**config.mk**
```make
export PLATFORM = sky130hd
export DESIGN_NAME = util_timestamp_gate
export DESIGN_NICKNAME = d
export VERILOG_FILES = /design/src/rtl/util_timestamp_gate_pkg.sv /design/src/rtl/util_timestamp_gate_hdr.sv /design/src/rtl/util_timestamp_gate.sv
export SDC_FILE = /design/constraint.sdc
export NUM_CORES = 1
export LEC_CHECK = 0
export ABC_AREA = 1
export CAP_MARGIN = 10
export CORE_MARGIN = 5
export CORE_UTILIZATION = 35
export DETAILED_ROUTE_END_ITERATION = 6
export GPL_ROUTABILITY_DRIVEN = 0
export PLACE_DENSITY_LB_ADDON = 0.3
export SETUP_SLACK_MARGIN = 0.3
export SLEW_MARGIN = 20
export SYNTH_ARGS = -nofsm -noshare
export SYNTH_HDL_FRONTEND = slang
export SYNTH_HIERARCHICAL = 1
export SYNTH_SLANG_ARGS = --single-unit
```
**constraint.sdc**
```tcl
create_clock -name dac_clk -period 15.3 [get_ports dac_clk]
set_input_delay 4.59 -clock dac_clk [delete_from_list [all_inputs] [get_ports dac_clk]]
set_output_delay 4.59 -clock dac_clk [all_outputs]
set_load 0.05 [all_outputs]
```
**src/rtl/util_timestamp_gate_pkg.sv**
```systemverilog
// Purpose: shared definitions for the DAC-side timestamp gate (FSM states, late-policy codes, header sizing).
// Latency: none, declarations only.
// Backpressure: not applicable.
package util_timestamp_gate_pkg;

    // Gate FSM states.
    typedef enum logic [2:0] {
        ST_IDLE  = 3'd0,
        ST_HDR   = 3'd1,
        ST_CHECK = 3'd2,
        ST_WAIT  = 3'd3,
        ST_PASS  = 3'd4,
        ST_DROP  = 3'd5
    } state_t;

    // What to do with a block whose header time has already passed.
    localparam int LATE_DROP    = 0;
    localparam int LATE_FORWARD = 1;

    // Number of stream beats that carry one timestamp header.
    function automatic int ts_beats(input int ts_width, input int data_width);
        return (ts_width + data_width - 1) / data_width;
    endfunction

endpackage

```
**src/rtl/util_timestamp_gate_hdr.sv**
```systemverilog
// Purpose: assembles a multi-beat timestamp header, least-significant word first.
// Latency: header register valid the cycle after the done strobe.
// Backpressure: none; the parent only asserts beat when it is accepting a stream beat.
//
// Ports:
//   clk, rst_n   clock and asynchronous active-low reset
//   clear        discard any partially assembled header
//   beat, data   one accepted header word
//   header       assembled header value
//   done         strobe coinciding with the last header word
module util_timestamp_gate_hdr
    import util_timestamp_gate_pkg::*;
#(
    parameter int DATA_WIDTH      = 64,
    parameter int TIMESTAMP_WIDTH = 64,
    parameter int TS_BEATS        = ts_beats(TIMESTAMP_WIDTH, DATA_WIDTH)
) (
    input  logic                       clk,
    input  logic                       rst_n,
    input  logic                       clear,
    input  logic                       beat,
    input  logic [DATA_WIDTH-1:0]      data,
    output logic [TIMESTAMP_WIDTH-1:0] header,
    output logic                       done
);

    localparam int IDX_W = (TS_BEATS > 1) ? $clog2(TS_BEATS) : 1;
    localparam int BUF_W = TS_BEATS * DATA_WIDTH;

    logic [IDX_W-1:0] idx;
    logic [BUF_W-1:0] hdr_buf;
    logic             last;

    assign last = (int'(idx) == TS_BEATS - 1);
    assign done = beat && last && !clear;

    // Word index restarts on every new header so a discarded partial header
    // never shifts the alignment of the next one.
    always_ff @(posedge clk or negedge rst_n) begin
        if (!rst_n) begin
            idx <= '0;
        end else if (clear || done) begin
            idx <= '0;
        end else if (beat) begin
            idx <= idx + 1'b1;
        end
    end

    always_ff @(posedge clk or negedge rst_n) begin
        if (!rst_n) begin
            hdr_buf <= '0;
        end else if (beat && !clear) begin
            for (int i = 0; i < TS_BEATS; i++) begin
                if (int'(idx) == i) begin
                    hdr_buf[i*DATA_WIDTH +: DATA_WIDTH] <= data;
                end
            end
        end
    end

    assign header = hdr_buf[TIMESTAMP_WIDTH-1:0];

endmodule

```
**src/rtl/util_timestamp_gate.sv**
```systemverilog
// Purpose: strips periodic timestamp headers and releases each block when the sample counter reaches its header.
// Latency: 0 cycles for data in PASS; at least 1 cycle from last header word to gate decision.
// Backpressure: m_axis_ready feeds straight through to s_axis_ready while passing; ready held low while waiting.
//
// Ports:
//   dac_clk, resetn                  sole clock, asynchronous active-low reset
//   timestamp                        free-running sample counter
//   timestamp_every                  data beats per block, 0 selects bypass
//   s_axis_*                         input stream and transfer-active flag
//   m_axis_*                         output stream plus one-cycle flush pulse
//   clr_status                       synchronous clear of the status counters
//   late_count/early_count/underflow_count  saturating status counters
module util_timestamp_gate
    import util_timestamp_gate_pkg::*;
#(
    parameter int DATA_WIDTH      = 64,
    parameter int TIMESTAMP_WIDTH = 64,
    parameter int EARLY_LIMIT     = 100,
    parameter int LATE_POLICY     = LATE_DROP,
    parameter int COUNT_WIDTH     = 16
) (
    input  logic                       dac_clk,
    input  logic                       resetn,
    input  logic [TIMESTAMP_WIDTH-1:0] timestamp,
    input  logic [31:0]                timestamp_every,
    input  logic                       s_axis_valid,
    output logic                       s_axis_ready,
    input  logic [DATA_WIDTH-1:0]      s_axis_data,
    input  logic                       s_axis_xfer_req,
    output logic                       m_axis_valid,
    input  logic                       m_axis_ready,
    output logic [DATA_WIDTH-1:0]      m_axis_data,
    output logic                       m_axis_flush,
    input  logic                       clr_status,
    output logic [COUNT_WIDTH-1:0]     late_count,
    output logic [COUNT_WIDTH-1:0]     early_count,
    output logic [COUNT_WIDTH-1:0]     underflow_count
);

    localparam int TS_BEATS = ts_beats(TIMESTAMP_WIDTH, DATA_WIDTH);
    localparam logic signed [TIMESTAMP_WIDTH-1:0] EARLY_MAX = TIMESTAMP_WIDTH'(EARLY_LIMIT);
    localparam logic [COUNT_WIDTH-1:0] CNT_MAX = '1;

    state_t                       state;
    state_t                       state_nxt;
    logic [31:0]                  beat_cnt;
    logic                         bypass;
    logic                         flush_q;
    logic                         flush_nxt;
    logic [TIMESTAMP_WIDTH-1:0]   header;
    logic                         hdr_done;
    logic signed [TIMESTAMP_WIDTH-1:0] diff;
    logic                         is_late;
    logic                         is_early;
    logic                         gate_open;
    logic                         pass_act;
    logic                         beat_acc;
    logic                         drop_acc;
    logic                         last_beat;
    logic                         to_drop;
    logic                         late_inc;
    logic                         early_inc;
    logic                         under_inc;

    util_timestamp_gate_hdr #(
        .DATA_WIDTH      (DATA_WIDTH),
        .TIMESTAMP_WIDTH (TIMESTAMP_WIDTH),
        .TS_BEATS        (TS_BEATS)
    ) u_hdr (
        .clk    (dac_clk),
        .rst_n  (resetn),
        .clear  (state != ST_HDR),
        .beat   ((state == ST_HDR) && s_axis_valid),
        .data   (s_axis_data),
        .header (header),
        .done   (hdr_done)
    );

    // Modular difference read as signed, so counter wrap needs no special case.
    assign diff     = signed'(header - timestamp);
    assign is_late  = diff[TIMESTAMP_WIDTH-1];
    assign is_early = !is_late && (diff > EARLY_MAX);

    // The waiting block is released in the very cycle the counter reaches the
    // header, so the first beat lines up exactly with its timestamp.
    assign gate_open = (state == ST_WAIT) && (is_late || (diff == '0));
    assign pass_act  = (state == ST_PASS) || gate_open;
    assign beat_acc  = pass_act && s_axis_valid && m_axis_ready;
    assign drop_acc  = (state == ST_DROP) && s_axis_valid;
    // <= 1 keeps a zero block length from wrapping the counter.
    assign last_beat = (beat_cnt <= 32'd1);
    assign to_drop   = (state == ST_CHECK) &&
                       ((is_late && (LATE_POLICY != LATE_FORWARD)) || is_early);

    // State register
    always_ff @(posedge dac_clk or negedge resetn) begin
        if (!resetn) begin
            state <= ST_IDLE;
        end else begin
            state <= state_nxt;
        end
    end

    // Next-state logic
    always_comb begin
        state_nxt = state;
        case (state)
            ST_IDLE: begin
                if (s_axis_xfer_req) begin
                    state_nxt = (timestamp_every == 32'd0) ? ST_PASS : ST_HDR;
                end
            end
            ST_HDR: begin
                if (hdr_done) begin
                    state_nxt = ST_CHECK;
                end
            end
            ST_CHECK: begin
                if (to_drop) begin
                    state_nxt = ST_DROP;
                end else if (is_late) begin
                    state_nxt = ST_PASS;
                end else begin
                    state_nxt = ST_WAIT;
                end
            end
            ST_WAIT: begin
                if (gate_open) begin
                    state_nxt = (beat_acc && last_beat) ? ST_HDR : ST_PASS;
                end
            end
            ST_PASS: begin
                if (!bypass && beat_acc && last_beat) begin
                    state_nxt = ST_HDR;
                end
            end
            ST_DROP: begin
                if (drop_acc && last_beat) begin
                    state_nxt = ST_HDR;
                end
            end
            default: state_nxt = ST_IDLE;
        endcase
        if (!s_axis_xfer_req) begin
            state_nxt = ST_IDLE;
        end
    end

    // Output logic
    always_comb begin
        s_axis_ready = 1'b0;
        m_axis_valid = 1'b0;
        case (state)
            ST_HDR, ST_DROP: s_axis_ready = 1'b1;
            ST_WAIT, ST_PASS: begin
                if (pass_act) begin
                    s_axis_ready = m_axis_ready;
                    m_axis_valid = s_axis_valid;
                end
            end
            default: ;
        endcase
    end

    assign m_axis_data  = s_axis_data;
    assign m_axis_flush = flush_q;

    // Flush goes out on a block rejection or on transfer abort. Both land in
    // states with m_axis_valid low; back-to-back triggers merge into one pulse.
    assign flush_nxt = (((state != ST_IDLE) && !s_axis_xfer_req) || to_drop) && !flush_q;

    always_ff @(posedge dac_clk or negedge resetn) begin
        if (!resetn) begin
            beat_cnt <= '0;
            bypass   <= 1'b0;
            flush_q  <= 1'b0;
        end else begin
            flush_q <= flush_nxt;
            if (state == ST_IDLE) begin
                bypass <= (timestamp_every == 32'd0);
            end
            if (hdr_done) begin
                beat_cnt <= timestamp_every;
            end else if ((beat_acc && !bypass) || drop_acc) begin
                beat_cnt <= beat_cnt - 32'd1;
            end
        end
    end

    // Status counters: clear wins over increment, saturate at all-ones.
    function automatic logic [COUNT_WIDTH-1:0] sat_step(
        input logic [COUNT_WIDTH-1:0] cnt,
        input logic                   inc,
        input logic                   clr
    );
        if (clr) begin
            return '0;
        end
        if (inc && (cnt != CNT_MAX)) begin
            return cnt + 1'b1;
        end
        return cnt;
    endfunction

    assign late_inc  = (state == ST_CHECK) && is_late;
    assign early_inc = (state == ST_CHECK) && is_early;
    assign under_inc = pass_act && m_axis_ready && !s_axis_valid;

    always_ff @(posedge dac_clk or negedge resetn) begin
        if (!resetn) begin
            late_count      <= '0;
            early_count     <= '0;
            underflow_count <= '0;
        end else begin
            late_count      <= sat_step(late_count,      late_inc,  clr_status);
            early_count     <= sat_step(early_count,     early_inc, clr_status);
            underflow_count <= sat_step(underflow_count, under_inc, clr_status);
        end
    end

endmodule

```
* After elaboration in Yosys (flattened, before gate mapping)
Cells that the tools add are included.
Storage, ports and cells: bits in registers 150, bits of input ports 166, output and inout bits 115, logic and storage cells 115
Cells by class: add/sub/neg operators 6, order comparisons 2, eq/ne operators 13, mux-type cells 35, bitwise gates (word level) 2, reductions and logical operators 48
Operators by type and width (count):
- 2-to-1 mux 16 bit | 10
- > comparator 64 x 8 -> 1 bit, second input constant | 1
- logical NOT 64 bit | 1
- 2-to-1 mux 32 bit | 2
- subtractor 64 bit | 1
- adder 16 x 1 -> 16 bit, second input constant | 3
- != test 16 bit, second input constant | 3
- less-or-equal comparator 32 x 1 -> 1 bit, second input constant | 1
- logical NOT 32 bit | 1
- subtractor 32 x 1 -> 32 bit, second input constant | 1
- 2-to-1 mux 3 bit | 9
- logical AND 1 bit | 23
- one-hot mux 3 bit (6 select lines) | 1
- 2-to-1 mux 1 bit | 12
- nonzero test 2 bit | 5
- != test 3 x 2 -> 1 bit, second input constant | 3
- equality test 3 x 2 -> 1 bit, second input constant | 2
- equality test 3 bit, second input constant | 2
- logical NOT 1 bit | 6
- logical OR 1 bit | 6
- AND reduction 4 bit | 1
- OR reduction 2 bit | 2
- equality test 3 x 1 -> 1 bit, second input constant | 1
- logical NOT 3 bit | 1
- other kinds (7) | 8

* Depth between registers and ports, before layout
Gate-level depths: netlist (run 1).
depth in word-level cells 12, mapped depth 29, mapped depth without buffers 29

* Hierarchy
Netlist (run 1), hierarchy kept.
By module, submodules not included:
- util_timestamp_gate | instances 1, cells each 2243, area an instance 12239.2 um2, seq. area each 2127.0 um2
- util_timestamp_gate_hdr | instances 1, cells each 290, area an instance 2708.8 um2, seq. area each 1626.6 um2

* Least setup slack after synthesis (run 1)
Ideal clock, no wire load.
path type input to output, from input port timestamp[0], to output port m_axis_valid, arrival 7298 ps, required time 10710 ps, setup slack 3412 ps, stages on the path 20, buffers on the path 0, cell sequence ha_1 inv_1 fa_1 nand3_1 nand3_1 nand2_1 nand2_1 nand2_1 nand2_1 xnor2_1 inv_1 nor2_1 nand2_1 nor2_1 nand3_1 nor2_1 nand3_1 nand2_1 nand2_2 a21oi_1
Between the ends: longest elaborated chain between the ends 7
Ends and longest elaborated chain:
- from (decl) | line util_timestamp_gate.sv:24 | input logic [TIMESTAMP_WIDTH-1:0] timestamp,
- subtractor 64 bit (*) | line util_timestamp_gate.sv:80 | assign diff = signed'(header - timestamp);
- logical NOT 64 bit | line util_timestamp_gate.sv:86 | assign gate_open = (state == ST_WAIT) && (is_late || (diff == '0));
- logical OR 1 bit (*) | line util_timestamp_gate.sv:86
- logical AND 1 bit (*) | line util_timestamp_gate.sv:86
- logical OR 1 bit (*) | line util_timestamp_gate.sv:87 | assign pass_act = (state == ST_PASS) || gate_open;
- 2-to-1 mux 1 bit (*) | line util_timestamp_gate.sv:156 | if (pass_act) begin
- 2-to-1 mux 1 bit (*) | line util_timestamp_gate.sv:153 | case (state)
- to (decl) | line util_timestamp_gate.sv:30 | output logic m_axis_valid,
Mark *: on every way between the ends. The rest lies on a longest branch, timed or not.

* Worst setup path in the final report (run 1)
from input port timestamp[0], to output port s_axis_ready
Between the ends: longest elaborated chain between the ends 7
Ends and longest elaborated chain:
- subtractor 64 bit (*) | line util_timestamp_gate.sv:80
- logical NOT 64 bit | line util_timestamp_gate.sv:86
- logical OR 1 bit (*) | line util_timestamp_gate.sv:86
- logical AND 1 bit (*) | line util_timestamp_gate.sv:86
- logical OR 1 bit (*) | line util_timestamp_gate.sv:87
- 2-to-1 mux 1 bit (*) | line util_timestamp_gate.sv:156
- one-hot mux 1 bit (2 select lines) (*) | line util_timestamp_gate.sv:153
- to (decl) | line util_timestamp_gate.sv:27 | output logic s_axis_ready,
Marked as above.

==> flow_metrics.env, run 1 <==
export IMPL_outcome="finished, final reports clean"
export IMPL_postSynthCellCount=2533
export IMPL_grt_pass1_wl_mm=79.7
export IMPL_setup_viol=0
export IMPL_numCtsBuffers=17
export IMPL_viasPerCell=4.94
export IMPL_p_leak_nw=9.63
export IMPL_path_max_fanout=5
export IMPL_crit_top_cell="nand2_1"
export IMPL_hold_viol_final=0
export IMPL_dp_hpwl_mm=39.4
export IMPL_placedInstanceArea_um2=17700
export IMPL_antenna_found_initial=6
export IMPL_synthesis_area_um2=14900
export IMPL_synth_edff_count=0
export IMPL_avgRoutedWirePerCell_um=15.0
export IMPL_die_width_um=217
export IMPL_drive_gt1_frac=0.0292
export IMPL_crit_arrival_ns=9.00
export IMPL_tightest_slew_ns=0.896
export IMPL_cp_required_ns=10.71
export IMPL_tritoncts="built"
export IMPL_hp_class="flop to flop"
export IMPL_drt_first_pass_iters=6
export IMPL_die_y_um=217
export IMPL_grt_use_total=0.207
export IMPL_grt_max_degree=87
export IMPL_p_per_area_nw_per_um2=145
export IMPL_crit_path_start_kind="input port"
export IMPL_yosysWarnings=6
export IMPL_ioPinCount=281
export IMPL_tns_ns=0
export IMPL_coreArea_um2=42100
export IMPL_max_stage_delay_ns=0.88
export IMPL_rows=75
export IMPL_post_cts_setup_buffer_count=0
export IMPL_start_util=0.355
export IMPL_ant_nets=0
export IMPL_drc=0
export IMPL_dr_total_vias=16200
export IMPL_path_class="input port to output port"
export IMPL_crit_slowest_cell="clkdlybuf4s50_1"
export IMPL_fin_skew_ns=0.0163
export IMPL_cts_resized=0
export IMPL_synthesis_nets=2768
export IMPL_ys_async_sr_fraction=1.00
export IMPL_critPathCaptureType="output port"
export IMPL_cts_max_path_buffers=2
export IMPL_period_share=0.888
export IMPL_clock_latency_ns=0.48
export IMPL_grt_ovfl_total=0
export IMPL_root_buffer="clkbuf_16"
export IMPL_synth_area_per_cell_um2=5.90
export IMPL_cts_sinks=150
export IMPL_crit_family="simple AND/OR/NAND/NOR gates"
export IMPL_seq_area_frac_synth=0.251
export IMPL_io_buffers=280
export IMPL_period_minus_slack_ns=13.59
export IMPL_synth_cell_types=47
export IMPL_clk_pin_slew_ns=0.07
export IMPL_ctsHoldBuffers=0
export IMPL_maxCapViolations=0
export IMPL_dr_first_iter_drc_count=1247
export IMPL_grt_pass1_vias=15800
export IMPL_ys_flop_type="dfrtp_1"
export IMPL_die_area_um2=46900
export IMPL_fin_nets=2960
export IMPL_crit_chain="clkdlybuf4s50_1, ha_1, inv_1, fa_1, nand3_1, nand3_1, nand2_1, nand2_1, nand2_1, nand2_1, xnor2_1, inv_1, nor2_1, nand2_1, nor2_1, nand3_1, nor2_1, nand3_1, nand2_1, nand2_2, nand2_4, nand2_2, o21ai_0, clkdlybuf4s50_1"
export IMPL_syn_to_final_growth_pct=22.4
export IMPL_ys_seq_elements=150
export IMPL_max_slew_margin_rel=0.402
export IMPL_wirelength_mm=49.3
export IMPL_worst_path_buf_inv=4
export IMPL_drv_slew=0
export IMPL_irDropWorstVdd_v=0.0000923
export IMPL_rsz0062_at_grt="false"
export IMPL_final_cell_area_um2=18300
export IMPL_fmax_mhz=73.6
export IMPL_htree_levels=4
## cells by family (layout without fill, tap and decap cells)
logic type	Yosys count	after routing	share of synthesized area
adder cells (fa/ha/maj)	69	69	0.0583
AO/OA/AOI/OAI	209	209	0.0775
AND/OR/NAND/NOR	1445	1445	0.408
buffers and inverters	616	821	0.179
flip-flops	150	150	0.251
XOR/XNOR	44	44	0.0258
other	0	2	0
## metrics by stage
stage	setup WS [ns]	hold slack [ns]	total power, mW	utilization	std cells
after floorplan	3.41	0.442	1.77	-	2533
after global placement	1.85	0.415	2.17	0.420	3245
after detailed placement	1.71	0.429	2.19	0.420	3245
after CTS	1.70	0.480	2.65	0.434	3277
after global routing	1.42	0.479	2.90	0.434	3277
final	1.71	0.478	2.64	0.434	3279
## state kept, by name (all words and copies together), names as in the netlist
name / flops
early_count: 16
m_axis_flush: 1
u_hdr/header: 64
late_count: 16
underflow_count: 16
u_hdr/idx: 1
beat_cnt: 32
bypass: 1
state: 3
## placed cells by master, fill, tap and decap left out, types with 8 or more instances in the layout
master / count
o21ai_1: 32
xor2_1: 32
o21ai_0: 65
a31oi_1: 9
nor2_1: 221
clkdlybuf4s50_1: 279
dfrtp_1: 150
nand2_2: 9
xnor2_1: 12
inv_1: 494
nand3_1: 107
a21oi_1: 75
clkbuf_16: 17
nor4_1: 19
nand4_1: 101
nor3_1: 36
nand2_1: 908
nand3b_1: 20
ha_1: 68
inv_2: 8
## per-layer routing
layer | global-route usage | vias to the layer above | routed length [um] | share of wire
met3 | 0.0498 | 88 | 3520 | 0.071
met4 | 0.0604 | 8 | 1090 | 0.022
li1 | - | 8181 | - | -
met2 | 0.352 | 521 | 23400 | 0.48
met1 | 0.261 | 7412 | 21200 | 0.43
met5 | 0 | - | 57 | 0.0012
## final timing paths
check | start | to | slack (ns) | cells after the start
max in group asynchronous | resetn | late_count[2] | 9.77 | 2
min in group asynchronous | resetn | u_hdr/header[20] | 4.14 | 1
hold / removal | u_hdr/header[48] | u_hdr/header[48] | 0.48 | 2
hold reg to reg | u_hdr/header[48] | u_hdr/header[48] | 0.48 | 2
setup / recovery | timestamp[0] | s_axis_ready | 1.71 | 24
setup reg to reg | u_hdr/header[0] | beat_cnt[22] | 11.04 | 26
## worst reg2reg max path, stage by stage, from the launching register on
cell and delay, ns:
dfrtp_1 0.38, inv_1 0.07, ha_1 0.14, inv_1 0.07, fa_1 0.45, nand3_1 0.12, nand3_1 0.19, nand2_1 0.11
nand2_1 0.13, nand2_1 0.09, nand2_1 0.16, xnor2_1 0.18, inv_1 0.05, nor2_1 0.09, nand2_1 0.08, nor2_1 0.15
nand3_1 0.16, nor2_1 0.14, nand3_1 0.09, nand2_1 0.11, nand2_2 0.10, nand2_4 0.12, nand3_2 0.10, o211ai_4 0.08
buf_4 0.52, nand2_1 0.17, o21ai_1 0.12
## synthesized netlist by cell type (4+ instances only)
| cell | count | area [um2] |
|---|---|---|
| nor3_2 | 5 | 50.1 |
| dfrtp_1 | 150 | 3750 |
| a31oi_1 | 9 | 56.3 |
| nor3b_1 | 4 | 30.0 |
| ha_1 | 68 | 851 |
| nand3_1 | 107 | 536 |
| nand4_1 | 101 | 632 |
| nand2_1 | 908 | 3410 |
| buf_4 | 72 | 541 |
| nor3_1 | 36 | 180 |
| a21oi_1 | 75 | 375 |
| o21ai_1 | 32 | 160 |
| nand3b_1 | 20 | 150 |
| o31ai_1 | 6 | 45.0 |
| inv_1 | 494 | 1850 |
| xnor2_1 | 12 | 105 |
| buf_2 | 20 | 100 |
| nand2_2 | 9 | 56.3 |
| nor4_1 | 19 | 119 |
| nor2_1 | 222 | 833 |
| buf_6 | 9 | 101 |
| o21ai_0 | 65 | 325 |
| xor2_1 | 32 | 280 |
| nor2_2 | 6 | 37.5 |
| o21bai_1 | 7 | 52.6 |
| inv_2 | 8 | 30.0 |
| clkbuf_1 | 11 | 41.3 |
## power by group
part           leakage, nW  switching, mW  internal (mW)  total, mW
Combinational         7.38           1.07          0.535       1.61
Clock                0.288          0.204          0.235      0.439
Sequential            1.96         0.0847          0.515      0.599
## layout make-up
class                      count  area, um2
timing repair buffer         287       2860
inverter                     502       1880
tap                          539        674
fill                        4552      23800
clock inverter                14        155
multi-input combinational   1767       8530
sequential                   150       3750
antenna                        2       5.00
clock buffer                  18        439
No activity file was read; power rests on OpenSTA's default activity.
==> run 2, diff against run 1 <==
- ABC_AREA: 1 -> default
- ABC_CLOCK_PERIOD_IN_PS: default -> 15300
==> flow_metrics.env, run 2 <==
export IMPL_dr_first_iter_drc_count=1310
export IMPL_p_leak_nw=6.62
export IMPL_start_util=0.352
export IMPL_worst_path_buf_inv=3
export IMPL_ctsHoldBuffers=0
export IMPL_hold_viol_final=0
export IMPL_failed_checks="DRC"
export IMPL_irDropWorstVdd_v=0.0000989
export IMPL_fin_skew_ns=0.0134
export IMPL_mostFrequentLayoutCells="clkdlybuf4s50_1 (278), nand2_1 (162), dfrtp_1 (150), nor2_1 (142), a21oi_1 (121)"
export IMPL_root_buffer="clkbuf_16"
export IMPL_crit_slowest_cell="clkdlybuf4s50_1"
export IMPL_ys_seq_elements=150
export IMPL_synth_area_per_cell_um2=8.09
export IMPL_path_max_fanout=5
export IMPL_fin_nets=2101
export IMPL_htree_levels=4
export IMPL_grt_pass1_vias=13600
export IMPL_outcome="finished with violations"
export IMPL_final_common_cell="clkdlybuf4s50_1"
export IMPL_cp_required_ns=10.71
export IMPL_post_cts_setup_buffer_count=0
export IMPL_whs_ns=0.457
export IMPL_synth_top_cell_by_area="dfrtp_1"
export IMPL_setup_viol=0
export IMPL_yosysWarnings=6
export IMPL_swShare=0.497
export IMPL_coreArea_um2=39500
export IMPL_drc=2
export IMPL_grt_ovfl_total=0
export IMPL_ys_flop_type="dfrtp_1"
export IMPL_rsz0062_at_grt="false"
export IMPL_ant_nets=0
export IMPL_numCtsBuffers=17
export IMPL_r2r_slack_ns=9.49
export IMPL_seq_area_frac_synth=0.271
export IMPL_fmax_mhz=67.7
export IMPL_dp_hpwl_mm=36.9
export IMPL_max_slew_margin_rel=0.277
export IMPL_path_class="input port to output port"
export IMPL_die_area_um2=43700
export IMPL_antenna_found_initial=5
export IMPL_pwr_share_clk=0.154
export IMPL_period_share=0.966
export IMPL_seq_power_share=0.213
export IMPL_dpl_cell_count=2372
export IMPL_crit_chain="clkdlybuf4s50_1, ha_1, inv_1, fa_1, a211oi_2, o211ai_1, a31o_2, a221o_1, o31ai_2, nand2_1, o311ai_1, nand4_1, nor4_1, and3_1, or2_2, a21o_1, clkdlybuf4s50_1"
export IMPL_maxCapViolations=0
export IMPL_grt_use_total=0.207
export IMPL_period_minus_slack_ns=14.77
export IMPL_synth_cell_types=96
export IMPL_cts_resized=0
export IMPL_crit_arrival_ns=10.18
export IMPL_max_stage_delay_ns=0.85
export IMPL_drt_first_pass_iters=7
export IMPL_critPathCaptureType="output port"
export IMPL_final_util=0.431
export IMPL_p_per_area_nw_per_um2=170
export IMPL_ys_async_sr_fraction=1.00
export IMPL_synth_top_area_share=0.271
export IMPL_wirelength_mm=46.8
export IMPL_avgRoutedWirePerCell_um=19.4
export IMPL_rows=73
export IMPL_placedInstanceArea_um2=16400
export IMPL_cts_max_path_buffers=2
export IMPL_io_buffers=280
export IMPL_synthTopCellsByCount="nand2_1 (162), dfrtp_1 (150), nor2_1 (142), a21oi_1 (122), inv_1 (94)"
export IMPL_drive_gt1_frac=0.0655
export IMPL_internal_power_mw=1.45
export IMPL_crit_top_cell="clkdlybuf4s50_1"
export IMPL_die_y_um=209
export IMPL_clock_latency_ns=0.47
export IMPL_synth_edff_count=0
export IMPL_grt_max_degree=105
export IMPL_finalNonFillerCells=2408
export IMPL_switching_power_mw=1.43
export IMPL_syn_to_final_growth_pct=22.5
export IMPL_synth_area_leaders="dfrtp_1 (27%), ha_1 (6.1%), a21oi_1 (4.4%)"
export IMPL_grt_pass1_wl_mm=73.9
export IMPL_crit_path_start_kind="input port"
export IMPL_hp_class="flop to flop"
export IMPL_comb_power_share=0.633
export IMPL_synthesis_area_um2=13900
export IMPL_largest_reg_flops=64
export IMPL_postSynthCellCount=1715
export IMPL_tns_ns=0
export IMPL_ioPinCount=281
export IMPL_crit_family="compound AO/OA/AOI/OAI gates"
export IMPL_dr_total_vias=13900
export IMPL_synthesis_nets=1950
export IMPL_tightest_slew_ns=1.08
export IMPL_tritoncts="built"
export IMPL_die_width_um=209
export IMPL_final_cell_area_um2=17000
export IMPL_viasPerCell=5.76
export IMPL_synth_most_common_cell="nand2_1"
export IMPL_clk_pin_slew_ns=0.07
export IMPL_cts_sinks=150
export IMPL_drv_slew=0
run 2: cell count changes in the layout (fill, tap and decap cells not counted), sizes merged, moves of 54 or more:
cell	delta
nand2	-754
inv	-408
nor2	-88
mux2	+76
a21oi	+55
nand3	-54
run 2: power groups by stage:
stage | logic, mW | registers, mW | clock network [mW]
final | 1.82 | 0.614 | 0.445
after floorplan | 1.34 | 0.597 | 0
after global placement | 1.76 | 0.615 | 0
after global routing | 1.98 | 0.631 | 0.474
after CTS | 1.78 | 0.615 | 0.459
after detailed placement | 1.77 | 0.622 | 0
run 2: layout make-up:
type	count	area [um2]
sequential	150	3750
timing repair buffer	286	2850
multi-input combinational	1316	8770
antenna	4	10.0
fill	4004	22500
tap	525	657
clock inverter	14	161
inverter	95	357
clock buffer	18	439
run 2: through the flow:
step / setup WS (ns) / total power [mW]
6_report: 0.528 / 2.88
3_5_place_dp: 0.606 / 2.39
5_1_grt: 0.340 / 3.09
2_1_floorplan: 2.44 / 1.94
3_3_place_gp: 0.692 / 2.37
4_1_cts: 0.616 / 2.86
run 2: cells by family (layout without fill, tap and decap cells):
| kind of cell | count (synthesis) | count (layout) | share of synthesized area |
|---|---|---|---|
| buffers and inverters | 249 | 413 | 0.0980 |
| and+or+nand+nor | 651 | 651 | 0.241 |
| DFF | 150 | 150 | 0.271 |
| xor gates and xnor gates | 55 | 55 | 0.0347 |
| other | 0 | 4 | 0 |
| AOI/OAI and AO/OA | 457 | 457 | 0.226 |
| adders and majority gates | 69 | 69 | 0.0628 |
| muxes | 84 | 84 | 0.0675 |
run 2: worst register-to-register path: stages, from the launching register on:
cell,delay [ns]
dfrtp_1,0.38
inv_1,0.06
ha_1,0.15
inv_1,0.06
fa_1,0.45
a211oi_2,0.35
o211ai_1,0.18
a31o_2,0.30
a221o_1,0.38
o31ai_2,0.49
nand2_1,0.10
o311ai_1,0.51
nand4_1,0.16
nor4_1,0.62
nand3_1,0.45
nand2_1,0.65
nor3_1,0.12
mux2_2,0.30
run 2: per-layer routing:
metal	vias up	GRT usage	wire length (um)
li1	6569	-	-
met1	6555	0.281	20600
met2	619	0.320	20700
met3	123	0.0473	3720
met4	2	0.0819	1720
met5	-	0	13
run 2: final timing paths:
path	start	to	depth (start not counted)
min in group asynchronous	resetn	beat_cnt[23]	1
worst max-delay path	timestamp[0]	s_axis_ready	17
worst min-delay path	m_axis_flush	m_axis_flush	1
worst max register to register	u_hdr/header[0]	early_count[5]	17
max in group asynchronous	resetn	u_hdr/header[14]	2
worst min register to register	m_axis_flush	m_axis_flush	1
==> run 3, diff against run 2 <==
- CORE_UTILIZATION: 35 -> 48
- CTS_CLUSTER_DIAMETER: default -> 100
- GPL_TIMING_DRIVEN: default -> 0
==> flow_metrics.env, run 3 (synthesized netlist as in run 2, its figures left out) <==
export IMPL_outcome="finished with violations"
export IMPL_failed_checks="DRC"
export IMPL_ant_nets=0
export IMPL_path_class="input port to output port"
export IMPL_wirelength_mm=45.2
export IMPL_holdPathEnd="m_axis_flush"
export IMPL_syn_to_final_growth_pct=28.4
export IMPL_dr_first_iter_drc_count=1845
export IMPL_hold_viol_final=0
export IMPL_clk_pin_slew_ns=0.07
export IMPL_worstHoldStart="m_axis_flush"
export IMPL_max_slew_margin_rel=0.319
export IMPL_n_fill_cell=2491
export IMPL_grt_max_degree=95
export IMPL_rr_endpoint="early_count[1]"
export IMPL_critPathCaptureType="output port"
export IMPL_grt_pass1_wl_mm=72.3
export IMPL_numCtsBuffers=17
export IMPL_final_common_cell="clkdlybuf4s50_1"
export IMPL_crit_path_start_kind="input port"
export IMPL_antenna_found_initial=3
export IMPL_mostFrequentLayoutCells="clkdlybuf4s50_1 (278), nand2_1 (162), dfrtp_1 (150), nor2_1 (142), a21oi_1 (122)"
export IMPL_irDropWorstVdd_v=0.000108
export IMPL_crit_family="simple AND/OR/NAND/NOR gates"
export IMPL_rsz0062_at_grt="false"
export IMPL_max_stage_delay_ns=0.83
export IMPL_worst_path_buf_inv=4
export IMPL_fin_skew_ns=0.0185
export IMPL_die_width_um=180
export IMPL_cts_sinks=150
export IMPL_grt_use_total=0.267
export IMPL_ctsHoldBuffers=0
export IMPL_reg2regPathDepth=19
export IMPL_tightest_slew_ns=1.01
export IMPL_avgRoutedWirePerCell_um=18.7
export IMPL_crit_chain="clkdlybuf4s50_1, inv_1, ha_1, buf_2, a21oi_1, o21ai_1, a21o_1, and3b_1, nor4b_1, nand3_1, a2111o_1, a221o_1, nand4b_1, or4_1, nor2_1, o21a_1, o21a_1, clkdlybuf4s50_1"
export IMPL_period_share=0.957
export IMPL_cp_required_ns=10.71
export IMPL_r2r_start="u_hdr/header[0]"
export IMPL_rows=62
export IMPL_grt_ovfl_total=0
export IMPL_setup_viol=0
export IMPL_fin_nets=2249
export IMPL_root_buffer="clkbuf_16"
export IMPL_cts_resized=0
export IMPL_post_cts_setup_buffer_count=0
export IMPL_drc=1
export IMPL_register_area_um2=3750
export IMPL_whs_ns=0.448
export IMPL_start_util=0.485
export IMPL_p_per_area_nw_per_um2=166
export IMPL_drt_first_pass_iters=7
export IMPL_crit_arrival_ns=10.05
export IMPL_die_area_um2=32400
export IMPL_dr_total_vias=14800
export IMPL_tritoncts="built"
export IMPL_fmax_mhz=68.3
export IMPL_maxCapViolations=0
export IMPL_cts_max_path_buffers=2
export IMPL_crit_slowest_cell="clkdlybuf4s50_1"
export IMPL_multi_input_area_um2=8760
export IMPL_io_buffers=279
export IMPL_p_leak_nw=7.21
export IMPL_dp_hpwl_mm=35.3
export IMPL_drv_slew=0
export IMPL_period_minus_slack_ns=14.64
export IMPL_drive_gt1_frac=0.117
export IMPL_r2r_slack_ns=9.59
export IMPL_grt_pass1_vias=14200
export IMPL_path_max_fanout=9
export IMPL_holdPathStages=1
export IMPL_clock_latency_ns=0.45
export IMPL_hp_class="flop to flop"
export IMPL_coreArea_um2=28600
export IMPL_htree_levels=4
export IMPL_die_y_um=180
export IMPL_largest_reg_flops=64
export IMPL_tns_ns=0
export IMPL_ioPinCount=281
export IMPL_viasPerCell=6.12
## run 3: cell types whose count changed in the layout (fill, tap and decap cells not counted), sizes merged
cell	previous run	this run
clkbuf	19	47
clkinv	3	2
clkinvlp	2	3
bufinv	2	3
buf	7	126
diode	4	3
## run 3: cell type report
type	instances	area share
inverters	95	0.0200
plain buffers	154	0.0563
multi-input cells	1316	0.492
well taps	384	0.0270
diodes	3	0.000421
clock buffers	17	0.0239
clock inverters	15	0.0114
flip-flops and latches	150	0.211
repair buffers	280	0.159
## run 3: worst reg2reg max path: stages, from the launching register on
cell and delay [ns]:
dfrtp_1 0.37, inv_1 0.06, ha_1 0.15, inv_1 0.05, fa_1 0.45, a211oi_2 0.35
o211ai_1 0.18, a31o_2 0.30, a221o_1 0.38, o31ai_2 0.41, nand2_1 0.09, o311ai_1 0.55
nand4_1 0.15, nor4_1 0.57, nand3_1 0.43, nand2_1 0.28, buf_2 0.26, buf_2 0.27
mux2i_1 0.23, nor2_1 0.06
## run 3: metal layers
metal  GRT usage  vias up  part of all wire
li1            -     6860                 -
met1       0.371     6863              0.43
met2       0.404      910              0.43
met3      0.0616      138              0.10
met4       0.103        0             0.037
met5           0        -                 0
## run 3: report_power, final
group	switching [mW]	internal, mW	leakage [nW]
clock	0.203	0.264	0.299
sequential	0.0847	0.526	1.90
combinational	1.17	0.717	5.02
total	1.46	1.51	7.21
## run 3: worst max-delay path by stage
stage                   from      endpoint  slack [ns]  depth (start not counted)
6_report       timestamp[51]  m_axis_valid        0.66                         18
5_1_grt         timestamp[0]  s_axis_ready        0.42                         17
4_1_cts         timestamp[0]  s_axis_ready        0.79                         17
3_5_place_dp    timestamp[0]  s_axis_ready        0.79                         17
3_3_place_gp    timestamp[0]  s_axis_ready        0.83                         17
2_1_floorplan   timestamp[0]  m_axis_valid        2.44                         16
## run 3: stage by stage
stage / instance area (um2) / utilization / worst slack, ns / std cells / power [mW]
detailed placement: 17200 / 0.600 / 0.795 / 2379 / 2.43
CTS: 17800 / 0.622 / 0.794 / 2411 / 2.91
global placement: 17100 / 0.599 / 0.832 / 2378 / 2.39
finish: 17800 / 0.622 / 0.662 / 2414 / 2.96
floorplan: 13900 / - / 2.44 / 1715 / 1.94
global route: 17800 / 0.622 / 0.423 / 2414 / 3.15
==> edit 1: new RTL, settings of run 2 <==
`DATA_WIDTH` is set to 64 in 2 places; all go to 32.
--- a/src/rtl/util_timestamp_gate_hdr.sv
+++ b/src/rtl/util_timestamp_gate_hdr.sv
@@ -11,7 +11,7 @@
 module util_timestamp_gate_hdr
     import util_timestamp_gate_pkg::*;
 #(
-    parameter int DATA_WIDTH      = 64,
+    parameter int DATA_WIDTH      = 32,
     parameter int TIMESTAMP_WIDTH = 64,
     parameter int TS_BEATS        = ts_beats(TIMESTAMP_WIDTH, DATA_WIDTH)
 ) (
--- a/src/rtl/util_timestamp_gate.sv
+++ b/src/rtl/util_timestamp_gate.sv
@@ -13,7 +13,7 @@
 module util_timestamp_gate
     import util_timestamp_gate_pkg::*;
 #(
-    parameter int DATA_WIDTH      = 64,
+    parameter int DATA_WIDTH      = 32,
     parameter int TIMESTAMP_WIDTH = 64,
     parameter int EARLY_LIMIT     = 100,
     parameter int LATE_POLICY     = LATE_DROP,
Ports: changed (resized m_axis_data and s_axis_data); port bits go from 281 to 217. No check against the original RTL was run, so the function may have changed too.
==> edit 1 against run 2 <==
  * The run still ends with DRC left
  * Hold slack got worse by 0.022 ns
  * Area after synthesis down 1.8%
  * Design area down 3.6%
  * Die area shrank 1.8%
  * Wire length grew 7.6%
  * Worst setup slack worse by 0.0032 ns
  * Count of clock-buffer cells in the layout rose by 1
  * Clock skew grew 0.0043 ns
  * Core utilization fell by 0.60 points
  * Critical path depth fell by 1
  * Fmax about the same
  * Sequential cell count stayed put
  * Sequential share of layout area up 0.83 points
  * Total power decreased by 11%
==> edit 1: results (changes against run 2) <==
metric	value	unit	change
violations	DRC		
synth_area_leaders	dfrtp_1 28%, ha_1 6.2%, mux2_2 6.1%		
antenna_cells	0		-4
grt_pass1_vias	13640		+0.60%
worst_ir_drop_vdd	0.1060	mV	+7.2%
startpoint	timestamp[29]		
p_leak	6.519	nW	-1.5%
drc	19		+17
syn_inst	1685		-1.7%
r2r_slack	9.69	ns	+0.20 ns
path_max_fanout	15		+10
nets	2012		-4.2%
viasPerCell	5.935		+3.0%
power.switching	0.001270	W	-11%
clk_latency	0.45	ns	-0.02 ns
use_met2	35.32	%	+3.3 points
track_usage	22.45	%	+1.8 points
routed-wl-met3	4.712	mm	+27%
crit_family	simple AND/OR/NAND/NOR gates		
netlist_top_cells_count	162 x nand2_1, 150 x dfrtp_1, 143 x nor2_1, 122 x a21oi_1, 95 x inv_1		
yosysSeqAreaShare	27.57	%	+0.51 points
cp-endpoint	m_axis_valid		
syn-num-nets	1888		-3.2%
gr-usage-met3	7.481	%	+2.8 points
status	finished, violations left		
gr-usage-met1	28.42	%	+0.30 points
finalClockSkew	0.01772	ns	+0.004284 ns
first_iter_violations	1345		+2.7%
routed_wl	50.37	mm	+7.6%
dp.final_hpwl	39.30	mm	+6.6%
==> edit 1: worst register-to-register path: stages, from the launching register on <==
cell and delay (ns):
dfrtp_1 0.38, inv_1 0.07, ha_1 0.16, inv_1 0.05, fa_1 0.44, a211oi_2 0.36, o211ai_1 0.19, a31o_2 0.30
a221o_1 0.39, o31ai_2 0.46, nand2_1 0.13, o311ai_2 0.42, nand4_1 0.19, nor4_2 0.54, nand3_1 0.36, nand2_1 0.64
nor3_1 0.14, mux2_2 0.30
==> edit 1: stage by stage <==
step                instance area (um^2)  worst slack, ns  util, %  hold slack [ns]
finish                             16380           0.5244    42.47           0.4351
global route                       16380           0.3735    42.47           0.4473
floorplan                          13620            2.435        -           0.4623
detailed placement                 15780           0.5069    40.93           0.4208
global placement                   15780           0.6351    40.93           0.4209
CTS                                16360           0.4899    42.44           0.4371
==> edit 1: cell type report <==
type                       instances  area (um^2)  area share, %
clock inverter                    13        137.6         0.8405
clock buffer                      19        442.9          2.705
timing repair buffer             226         2233          13.64
multi-input combinational       1318         8800          53.74
inverter                          96        360.3          2.200
tap                              518        648.1          3.958
sequential                       150         3754          22.92
==> edit 1: kinds of logic (layout without fill, tap and decap cells) <==
kind of cell,count (synthesis),count (layout),synth area share (%)
buffers and inverters,217,354,7.939
adder cells (fa/ha/maj),69,69,6.395
multiplexers,84,84,6.873
XOR/XNOR,56,56,3.602
flip-flops,150,150,27.57
AND/OR/NAND/NOR,652,652,24.63
AO/OA/AOI/OAI,457,457,23.00
==> edit 1: power by group through the flow <==
stage	combinational [W]	sequential (W)	clock [W]
floorplan	0.00111	0.000564	0
global placement	0.00149	0.000588	0
detailed placement	0.00150	0.000594	0
CTS	0.00151	0.000587	0.000434
global route	0.00167	0.000602	0.000451
finish	0.00157	0.000589	0.000422
==> edit 2: new RTL, settings of run 2 <==
Made on the original files. Put one more register stage on the output `underflow_count`, cleared by the reset. The value now appears one clock later. The other outputs are not delayed to match.
--- a/src/rtl/util_timestamp_gate.sv
+++ b/src/rtl/util_timestamp_gate.sv
@@ -41,6 +41,8 @@
     localparam logic signed [TIMESTAMP_WIDTH-1:0] EARLY_MAX = TIMESTAMP_WIDTH'(EARLY_LIMIT);
     localparam logic [COUNT_WIDTH-1:0] CNT_MAX = '1;
 
+    logic [COUNT_WIDTH-1:0] underflow_count_s0;
+
     state_t                       state;
     state_t                       state_nxt;
     logic [31:0]                  beat_cnt;
@@ -210,11 +212,19 @@
         if (!resetn) begin
             late_count      <= '0;
             early_count     <= '0;
-            underflow_count <= '0;
+            underflow_count_s0 <= '0;
         end else begin
             late_count      <= sat_step(late_count,      late_inc,  clr_status);
             early_count     <= sat_step(early_count,     early_inc, clr_status);
-            underflow_count <= sat_step(underflow_count, under_inc, clr_status);
+            underflow_count_s0 <= sat_step(underflow_count_s0, under_inc, clr_status);
+        end
+    end
+
+    always_ff @(posedge dac_clk or negedge resetn) begin
+        if (!resetn) begin
+            underflow_count <= '0;
+        end else begin
+            underflow_count <= underflow_count_s0;
         end
     end
 
Behaviour: not the same (a bounded check fails within 4 cycles, from zero or initial values and one cycle with resetn low).
==> edit 2 against run 2 <==
  * The flow still finishes with violations (DRC)
  * Design area is 0.35% lower
  * Wire length is 2.3% lower
  * Critical path depth is 1 lower
  * Area after synthesis is 0.89% lower
  * Total power is 1.9% lower
  * Sequential cell count is 16 higher
  * Worst setup slack better by 0.22 ns
  * Hold slack worse by 0.034 ns
  * First-iteration DRC count is 7.2% lower
==> edit 2: results (changes against run 2) <==
metric	value	unit	change
drive_gt1_share	5.212	%	-1.3 points
min_path_type	reg2reg		
hold_depth	0		-1
slowest_stage	a2111oi_1		
post_drt_wl_per_cell	19.37	um	-0.32%
reg2reg_depth	14		-3
dp.final_hpwl	35.84	mm	-2.8%
status	finished, violations left		
p_leak	6.816	nW	+3.0%
grt_max_degree	95		-9.5%
track_usage	20.29	%	-0.41 points
dr.pass1.iters	7		unchanged
port_buffers	280		unchanged
first_iter_violations	1216		-7.2%
r2r_slack	9.35	ns	-0.14 ns
finalClockSkew	0.01543	ns	+0.001993 ns
drc	13		+11
yosysSeqAreaShare	30.21	%	+3.2 points
path_max_fanout	11		+6
reg2reg_from	u_hdr/header[14]$_DFFE_PN0P_		
ctsHtreeMaxLevel	4		unchanged
syn-num-nets	1908		-2.2%
nets	2064		-1.8%
largest_reg_flops	64		unchanged
synth_cell_type_count	86		-10%
min_from	underflow_count_s0[6]$_DFFE_PN0P_		
clock_path_buffers	2		unchanged
ys.warnings.count	6		unchanged
grt_pass1_wl	72.14	mm	-2.3%
antenna_cells	0		-4
clkTransAtPathRegs	0.08	ns	
cts-root-buf	clkbuf_16		
worst_ir_drop_vdd	0.09869	mV	-0.18%
swShare	49.99	%	+0.29 points
clk_latency	0.47	ns	about the same
fillers	3855		-3.7%
cts_resized	0		unchanged
synth_area_leaders	dfrtp_1 30%, ha_1 6.2%, nand2_1 4.5%		
cts_buffers	17		unchanged
async_reset_ff_share	100.0	%	unchanged
netlist_top_cells_count	166 x dfrtp_1, 164 x nand2_1, 135 x nor2_1, 118 x a21oi_1, 94 x inv_1		
max_slew_margin	32.26	%	+4.5 points
grt_pass1_vias	13300		-1.9%
regToRegEndpoint	early_count[8]$_DFFE_PN0P_		
violations	DRC		
antenna_found_initial	4		-1
slowest_delay	0.84	ns	
hold-path-endpoint	underflow_count[6]$_DFF_PN0_		
viasPerCell	5.682		-1.3%
critPathArrivalTime	9.96	ns	-0.22 ns
post_cts_buffers	0		unchanged
==> edit 2: layout make-up <==
cell class	instances	area (um^2)	area share [%]
inverters	94	352.8	2.083
multi-input cells	1263	8325	49.16
clock buffers	17	425.4	2.512
repair buffers	287	2851	16.84
clock inverters	15	177.7	1.049
flip-flops and latches	166	4154	24.53
well taps	518	648.1	3.827
==> edit 2: cells by family after synthesis <==
group	after synthesis	synth area share, %
muxes	83	6.707
adders and majority gates	69	6.334
DFF	166	30.21
xor gates and xnor gates	71	4.523
and+or+nand+nor	611	22.72
AOI/OAI and AO/OA	429	20.18
buffers and inverters	244	9.318
==> edit 2: how the worst max path moves through the flow <==
stage,to,slack (ns),from,cells after the start
after CTS,s_axis_ready,0.91,timestamp[14],16
after floorplan,m_axis_valid,2.04,timestamp[0],14
final,s_axis_ready,0.75,timestamp[14],16
after global placement,m_axis_valid,1.01,timestamp[14],16
after detailed placement,s_axis_ready,0.92,timestamp[14],16
after global routing,s_axis_ready,0.50,timestamp[14],16
==> edit 2: critical path: cells and delay by family <==
| kind | cells | cell delay (ns) |
|---|---|---|
| buf+inv | 3 | 0.73 |
| mux | 1 | 0.17 |
| compound gates | 6 | 2.40 |
| simple gates | 5 | 1.53 |
| fa+ha+maj | 1 | 0.52 |
==> edit 2: metrics by stage <==
stage | area (um^2) | instances | setup slack [ns] | hold slack [ns]
after floorplan | 13750 | 1673 | 2.040 | 0.3519
after global placement | 16330 | 2328 | 1.009 | 0.3922
after detailed placement | 16330 | 2328 | 0.9193 | 0.3968
after CTS | 16940 | 2360 | 0.9078 | 0.4272
after global routing | 16940 | 2360 | 0.4967 | 0.4440
final | 16940 | 2360 | 0.7513 | 0.4230
==> edit 2: power by group through the flow <==
stage,clock (W),sequential [W],combinational [W]
2_1_floorplan,0,0.000649,0.00122
3_3_place_gp,0,0.000677,0.00165
3_5_place_dp,0,0.000683,0.00166
4_1_cts,0.000462,0.000674,0.00167
5_1_grt,0.000477,0.000692,0.00185
6_report,0.000448,0.000673,0.00171
==> edit 2: routing by layer <==
layer	up-vias	routed length, um	track usage, %	part of all wire [%]
li1	6381	-	-	-
met1	6297	19320	25.82	42
met5	-	55	0	0.12
met4	8	1665	7.814	3.6
met3	118	3649	5.709	8.0
met2	605	21040	32.85	46
